## src/rtl/bht_trainer.sv

```systemverilog
// ---------------------------------------------------------------------------
// bht_trainer
//   Training side of the branch predictor. Resolved conditional branches from
//   commit are buffered in a small FIFO. A three-state FSM drains the FIFO and
//   applies each outcome to a table of 2-bit saturating counters, one update
//   every three cycles (pop, read, write). The table is read combinationally
//   by fetch through the query port. Branch and mispredict totals are counted
//   when an update is accepted.
//
// Ports
//   clk, rst         clock; synchronous active-high reset
//   upd_valid        commit offers a resolved branch
//   upd_ready        buffer not full (occupancy only, independent of valid)
//   upd_pc           pc of the resolved branch; index = pc[BHT_IDX_W+1:2]
//   upd_taken        actual outcome
//   upd_mispredict   fetch mispredicted this branch (statistics only)
//   query_pc         fetch-side lookup pc
//   query_taken      MSB of the counter at the query index
//   busy             buffer non-empty or an update in flight
//   branch_cnt       accepted updates since reset
//   mispredict_cnt   accepted updates flagged as mispredicted
// ---------------------------------------------------------------------------
module bht_trainer #(
  parameter int BHT_IDX_W  = 8,
  parameter int FIFO_DEPTH = 4,
  parameter int ADDR_W     = 32
) (
  input  logic              clk,
  input  logic              rst,
  input  logic              upd_valid,
  output logic              upd_ready,
  input  logic [ADDR_W-1:0] upd_pc,
  input  logic              upd_taken,
  input  logic              upd_mispredict,
  input  logic [ADDR_W-1:0] query_pc,
  output logic              query_taken,
  output logic              busy,
  output logic [31:0]       branch_cnt,
  output logic [31:0]       mispredict_cnt
);

  localparam int PTR_W   = $clog2(FIFO_DEPTH);
  localparam int CNT_W   = PTR_W + 1;
  localparam int ENTRIES = 1 << BHT_IDX_W;

  typedef enum logic [1:0] {
    S_IDLE = 2'd0,
    S_RD   = 2'd1,
    S_WR   = 2'd2
  } state_e;

  function automatic logic [1:0] sat_inc(input logic [1:0] c);
    return (c == 2'b11) ? c : c + 2'b01;
  endfunction

  function automatic logic [1:0] sat_dec(input logic [1:0] c);
    return (c == 2'b00) ? c : c - 2'b01;
  endfunction

  // ---------------------------------------------------------------------------
  // Index extraction (word-aligned pcs, low two bits dropped)
  // ---------------------------------------------------------------------------
  logic [BHT_IDX_W-1:0] upd_idx;
  logic [BHT_IDX_W-1:0] query_idx;

  assign upd_idx   = upd_pc[BHT_IDX_W+1:2];
  assign query_idx = query_pc[BHT_IDX_W+1:2];

  // Bits of the pcs that do not take part in indexing.
  logic unused_pc_bits;
  assign unused_pc_bits = ^{upd_pc[ADDR_W-1:BHT_IDX_W+2], upd_pc[1:0],
                            query_pc[ADDR_W-1:BHT_IDX_W+2], query_pc[1:0]};

  // ---------------------------------------------------------------------------
  // Update FIFO
  // ---------------------------------------------------------------------------
  logic [BHT_IDX_W-1:0] fifo_idx_q   [FIFO_DEPTH];
  logic                 fifo_taken_q [FIFO_DEPTH];
  logic [PTR_W-1:0]     wr_ptr_q, wr_ptr_d;
  logic [PTR_W-1:0]     rd_ptr_q, rd_ptr_d;
  logic [CNT_W-1:0]     count_q,  count_d;
  logic                 push;
  logic                 pop;

  assign upd_ready = (count_q != CNT_W'(FIFO_DEPTH));
  assign push      = upd_valid && upd_ready;

  // Pointers are PTR_W bits wide and FIFO_DEPTH is a power of two, so plain
  // increment wraps modulo the depth.
  always_comb begin
    wr_ptr_d = wr_ptr_q;
    rd_ptr_d = rd_ptr_q;
    count_d  = count_q;
    if (push) wr_ptr_d = wr_ptr_q + PTR_W'(1);
    if (pop)  rd_ptr_d = rd_ptr_q + PTR_W'(1);
    case ({push, pop})
      2'b10:   count_d = count_q + CNT_W'(1);
      2'b01:   count_d = count_q - CNT_W'(1);
      default: count_d = count_q;
    endcase
  end

  always_ff @(posedge clk) begin
    if (rst) begin
      wr_ptr_q <= '0;
      rd_ptr_q <= '0;
      count_q  <= '0;
    end else begin
      // NOTE: sequential state uses non-blocking assignments so every register
      // samples the pre-edge values regardless of statement order.
      wr_ptr_q <= wr_ptr_d;
      rd_ptr_q <= rd_ptr_d;
      count_q  <= count_d;
    end
  end

  // NOTE: FIFO payload storage is left unreset; an entry is only read after a
  // push has written it, and the pointers/occupancy carry all control state.
  // The counter table below, by contrast, must come out of reset at 2'b01.
  always_ff @(posedge clk) begin
    if (push) begin
      fifo_idx_q[wr_ptr_q]   <= upd_idx;
      fifo_taken_q[wr_ptr_q] <= upd_taken;
    end
  end

  // ---------------------------------------------------------------------------
  // Update FSM: IDLE pops, RD latches the old counter, WR commits the new one.
  // ---------------------------------------------------------------------------
  state_e               state_q, state_d;
  logic [BHT_IDX_W-1:0] work_idx_q;
  logic                 work_taken_q;
  logic [1:0]           cnt_q;
  logic                 tbl_we;
  logic [1:0]           cnt_new;
  logic [1:0]           table_q [ENTRIES];

  always_comb begin
    // NOTE: every output of this block gets a default first; a path that left
    // one unassigned would infer a latch.
    state_d = state_q;
    pop     = 1'b0;
    tbl_we  = 1'b0;
    case (state_q)
      S_IDLE: begin
        if (count_q != '0) begin
          pop     = 1'b1;
          state_d = S_RD;
        end
      end
      S_RD:    state_d = S_WR;
      S_WR: begin
        tbl_we  = 1'b1;
        state_d = S_IDLE;
      end
      default: state_d = S_IDLE;
    endcase
  end

  assign cnt_new = work_taken_q ? sat_inc(cnt_q) : sat_dec(cnt_q);

  always_ff @(posedge clk) begin
    if (rst) begin
      state_q      <= S_IDLE;
      work_idx_q   <= '0;
      work_taken_q <= 1'b0;
      cnt_q        <= 2'b01;
    end else begin
      state_q <= state_d;
      if (pop) begin
        work_idx_q   <= fifo_idx_q[rd_ptr_q];
        work_taken_q <= fifo_taken_q[rd_ptr_q];
      end
      if (state_q == S_RD) cnt_q <= table_q[work_idx_q];
    end
  end

  // Reset has priority over the WR-state write, so an update in flight when
  // reset arrives never lands.
  always_ff @(posedge clk) begin
    if (rst) begin
      for (int i = 0; i < ENTRIES; i++) table_q[i] <= 2'b01;
    end else if (tbl_we) begin
      table_q[work_idx_q] <= cnt_new;
    end
  end

  // No write bypass: a same-cycle write to the queried index is seen next cycle.
  assign query_taken = table_q[query_idx][1];

  assign busy = (count_q != '0) || (state_q != S_IDLE);

  // ---------------------------------------------------------------------------
  // Statistics, counted at accept time
  // ---------------------------------------------------------------------------
  always_ff @(posedge clk) begin
    if (rst) begin
      branch_cnt     <= '0;
      mispredict_cnt <= '0;
    end else if (push) begin
      branch_cnt <= branch_cnt + 32'd1;
      if (upd_mispredict) mispredict_cnt <= mispredict_cnt + 32'd1;
    end
  end

endmodule

```

## config.mk

```make
export PLATFORM = sky130hd
export DESIGN_NAME = bht_trainer
export DESIGN_NICKNAME = d
export VERILOG_FILES = /design/src/rtl/bht_trainer.sv
export SDC_FILE = /design/constraint.sdc
export NUM_CORES = 1
export LEC_CHECK = 0
export CAP_MARGIN = 20
export CORE_UTILIZATION = 61
export DETAILED_ROUTE_END_ITERATION = 16
export PLACE_DENSITY_LB_ADDON = 0.08
export SETUP_SLACK_MARGIN = 0.3
export SYNTH_ARGS = -nofsm -noshare
export SYNTH_HDL_FRONTEND = slang
export SYNTH_SLANG_ARGS = --single-unit
```

## constraint.sdc

```tcl
create_clock -name clk -period 3.4 [get_ports clk]
set_input_delay 0.34 -clock clk [delete_from_list [all_inputs] [get_ports clk]]
set_output_delay 0.34 -clock clk [all_outputs]
set_load 0.05 [all_outputs]
```

Yosys cells after proc, flatten, opt, wreduce, memory -nomap -nowiden
Memory sizes are Yosys's and may differ from the RTL's. A register that Yosys moved wholly into a read port is not among the register bits.
Index checks and enable logic that the tools add are counted.
{ "totals": {"mem_bits_ro": 0, "elab_cells": 52, "mem_count": 3, "inputBits": 69, "latch_bits": 0, "mem_bits_rw": 548, "register_bits": 73} }
{ "mem_list": {"columns": ["memory", "depth", "width", "read_ports", "rd_clocked_by_memory_dff", "wr", "line", "source"], "rows": [
  ["table_q", 256, 2, 2, 1, 256, "136", "logic [1:0] table_q [ENTRIES];"],
  ["fifo_idx_q", 4, 8, 1, 1, 1, "77", "logic [BHT_IDX_W-1:0] fifo_idx_q [FIFO_DEPTH];"],
  ["fifo_taken_q", 4, 1, 1, 1, 1, "78", "logic fifo_taken_q [FIFO_DEPTH];"]
]} }
{ "classes": {"mul": 0, "n_reduce_logical": 9, "n_shift": 0, "eq_ne": 7, "magnitude_cmp": 0, "mux": 19, "n_addsub": 8, "bitwise_logic": 0, "div_mod_pow": 0} }
{ "op_table": {"columns": ["op", "count"], "rows": [
  ["$add A32 B1 Y32 const B", 2],
  ["$mux W1", 11],
  ["$mux W2", 5],
  ["$mux W8", 1],
  ["$add A2 B1 Y2 const B", 3],
  ["$eq A2 B2 Y1 const B", 3],
  ["$pmux W3 S2", 1],
  ["$eq A2 B1 Y1 const B", 2],
  ["$logic_not A2 Y1", 2],
  ["$pmux W2 S2", 1],
  ["$reduce_bool A2 Y1", 2],
  ["$add A3 B1 Y3 const B", 1],
  ["$ne A3 B3 Y1 const B", 1],
  ["$reduce_bool A3 Y1", 1],
  ["$sub A3 B1 Y3 const B", 1],
  ["$ne A2 B2 Y1 const B", 1],
  ["$reduce_and A2 Y1", 1],
  ["$reduce_or A2 Y1", 1],
  ["$sub A2 B1 Y2 const B", 1],
  ["$logic_and A1 B1 Y1", 1],
  ["$logic_or A1 B1 Y1", 1]
]} }

Depth between registers and ports, before layout
{ "logic_depth": {"depth_word": 7, "mapped_depth": 12} }

Least setup slack after synthesis
Ideal clock, no wire load.
{ "synth_timing": {"kind": "input -> output", "from": "in query_pc[3]", "to": "out query_taken", "required_ns": 3.060, "stages": 9, "path_buffers": 3, "setup_slack_ns": 0.377, "t_arrival_ns": 2.683, "path_cell_list": "clkbuf_8 > clkbuf_1 > buf_1 > mux4_2 > a221oi_1 > nor3_1 > nor3_1 > nor3b_1 > or4_1"} }
{ "synth_via": {"elab_chain_len": 1} }
{ "synth_lines": {"columns": ["item", "line", "source"], "rows": [
  ["start: declaration", "35", "input logic [ADDR_W-1:0] query_pc,"],
  ["$mem_v2 Z256 W2", null, null],
  ["end: declaration", "36", "output logic query_taken,"]
]} }
No other way between the ends.

==> reports/summary.txt <==
Total GRT Usage - 0.388
RePlAce Congestion - 0.999
most frequent cells in the layout - 548 x edfxtp_1, 381 x nand2_1, 349 x nor2_1
core area - 0.0515 mm2
Nets - 2756
num rows - 83
CTS tree - yes
Clock Pin Slew Worst Setup and Hold Paths - 60 ps
Avg WL per Cell - 30.0 um
first-pass GRT wire length - 149 mm
utilization after layout - 0.706
total congestion overflow - 0
root buf cell - clkbuf_16
routed length on met1 - 35.0 mm
most common cell after layout, fill and taps aside - edfxtp_1
fin area - 0.0364 mm2
Initial Utilization - 0.619
violated checks - setup timing
RSZ-0062 raised after global routing - yes
Min Hold Slack - 171 ps
final worst slack - -219 ps
Rel. slew slack - 0.273
DR WL met3 - 13.9 mm
hpwl dp - 69.0 mm
Slew Limit Fails - 0
uppermost routed layer - met4
initial antenna violation count - 0
Max-Cap Viols - 0
number of synthesized flops with an enable pin - 548
CP Capture Type - primary output
Routed Antenna Nets - 0
clock sink total - 632
Hold Crit Class - input port to register
final std cells w/o fill - 3409
Power Density - 604 mW/mm2
P&R area growth vs syn - 14.1%
final count of negative-setup-slack endpoints - 1
share of cells above drive strength 1 - 0.187
Synth Area per Inst - 12.3 um2
overall power - 22.0 mW
Leak - 11.9 nW
Hold Vio Cnt, Final - 0
maximum clock rate - 276 MHz
data arrival time of the critical path - 3280 ps
top post-synthesis cells by area - edfxtp_1 52%, mux4_2 10%, dfxtp_1 5.3%
FF+latch count, synth - 632
Yosys cell types - 68
largest net degree at the start of global routing - 191
ys flop type - edfxtp_1
Post-Syn Nets - 2670
TritonCTS Buffers - 68
met2 WL post-DR - 47.2 mm
Netlist Area Pre-Place - 0.0319 mm2
Synth area leader - edfxtp_1
outcome - complete, but fails checks
post-place instance area - 0.0342 mm2
actual transition at the worst max-transition pin - 1090 ps
final WL - 102 mm
asr flop ratio synth - 0
register area share after synthesis - 0.569
first-pass detailed-route iteration total - 7
Setup crit start kind - register
number of synthesis warnings - 0
Min Clock Period, post-route - 3620 ps
Clock Latency Late Sink - 620 ps
critical path peak fanout - 2
number of antenna repair diodes - 0
Ports - 136
Setup TNS - -219 ps
H-tree lvl count - 3
cells after synthesis - 2593
Cells after DPL - 3288
maximum vdd ir drop - 0.601 mV
vias in the first global route - 23100
Die H - 231 um
DRT iter0 DRCs - 3190
final period utilization - 1.06
clk_skew - 30.8 ps
port buffer count - 87
# DRC - 0
Setup CP Type - register to primary output
Worst Path Required - 3060 ps
post-synth top area share - 0.516
width of the die - 231 um
vias - 23600
worst slack at placement - -364 ps
die footprint - 0.0532 mm2
Vias/cell - 6.94
clk buf depth - 3
layer usage:
metal  track usage  vias to the layer above
met5             0                        -
met4         0.210                        0
met3         0.104                      401
met2         0.603                     1849
met1         0.501                    11700
li1              -                     9744
worst max-delay path: stages, from the launching register on:
cell and delay (ps):
edfxtp_1 410, mux4_2 480, a22o_1 230, a221oi_2 230
buf_4 190, o22ai_2 80, nor3_2 180, nor3b_1 80
or4_4 580, buf_8 180
logic make-up (layout without fill, tap and decap cells):
family	after synthesis	after routing	synth area share
AOI/OAI and AO/OA	418	418	0.0946
xor gates and xnor gates	57	57	0.0157
adders and majority gates	8	8	0.00338
buffers and inverters	273	409	0.0402
DFF	632	632	0.569
muxes	246	246	0.149
and+or+nand+nor	959	959	0.129
synth_stat cells, types with 3 or more instances:
cell type    n
o21ai_0     24
nand3_1     40
a211oi_1    13
edfxtp_1   548
inv_1       15
ha_1         7
buf_1       21
nand2b_1    13
o21bai_1    48
mux2_2      13
nor2_1     361
a221oi_1    13
a21oi_1     44
nor4_1       5
o22ai_1      8
nor2b_1     30
a21o_1     207
nor4b_1      3
nand4_1     19
dfxtp_1     84
nor3_1      33
mux4_2     148
and2_1       9
o2111ai_1    4
and4_1       4
nand2_1    382
a31oi_1      3
mux2i_1     60
buf_4       14
buf_2       48
a22oi_1     28
a22o_1      12
or3_1       16
or2_2        4
xor2_1      40
buf_6        4
xnor2_1     17
clkbuf_1   160
clkbuf_8     7
and3_1      23
mux4_1      24
cell type report:
type	count	area, um2
multi-input combinational	1688	12700
fill	3695	15100
tap	680	851
clock buffer	89	1920
sequential	632	18100
timing repair buffer	273	2510
inverter	16	60.1
clock inverter	31	228
report_power, final:
group | switching (mW) | internal (mW) | total (mW)
Combinational | 3.45 | 2.10 | 5.55
Sequential | 0.536 | 8.66 | 9.20
Clock | 3.08 | 4.13 | 7.21
Total | 7.07 | 14.9 | 22.0
registers in the layout, indices dropped and copies added, names as in the netlist, 2 cells and up:
signal          count
branch_cnt         32
cnt_q               2
count_q             3
fifo_idx_q         32
fifo_taken_q        4
mispredict_cnt     32
rd_ptr_q            2
state_q             2
table_q           512
work_idx_q          8
wr_ptr_q            2
timing repair:
action                                  in CTS  in global routing
resized for setup                           12                  6
endpoints found under the setup margin       3                  3
hold buffers                                 0                  0
buffers inserted                             1                  0
pin swaps                                    3                  0
worst paths after layout:
path | slack (ps) | to | cells past startpoint | from
max | -220 | query_taken | 9 | table_q[160][1]
max reg2reg | 310 | cnt_q[0] | 7 | work_idx_q[4]
min reg2reg | 500 | branch_cnt[31] | 2 | branch_cnt[31]
min | 170 | state_q[0] | 2 | rst
Note: power is estimated with default switching activity, not from simulation.
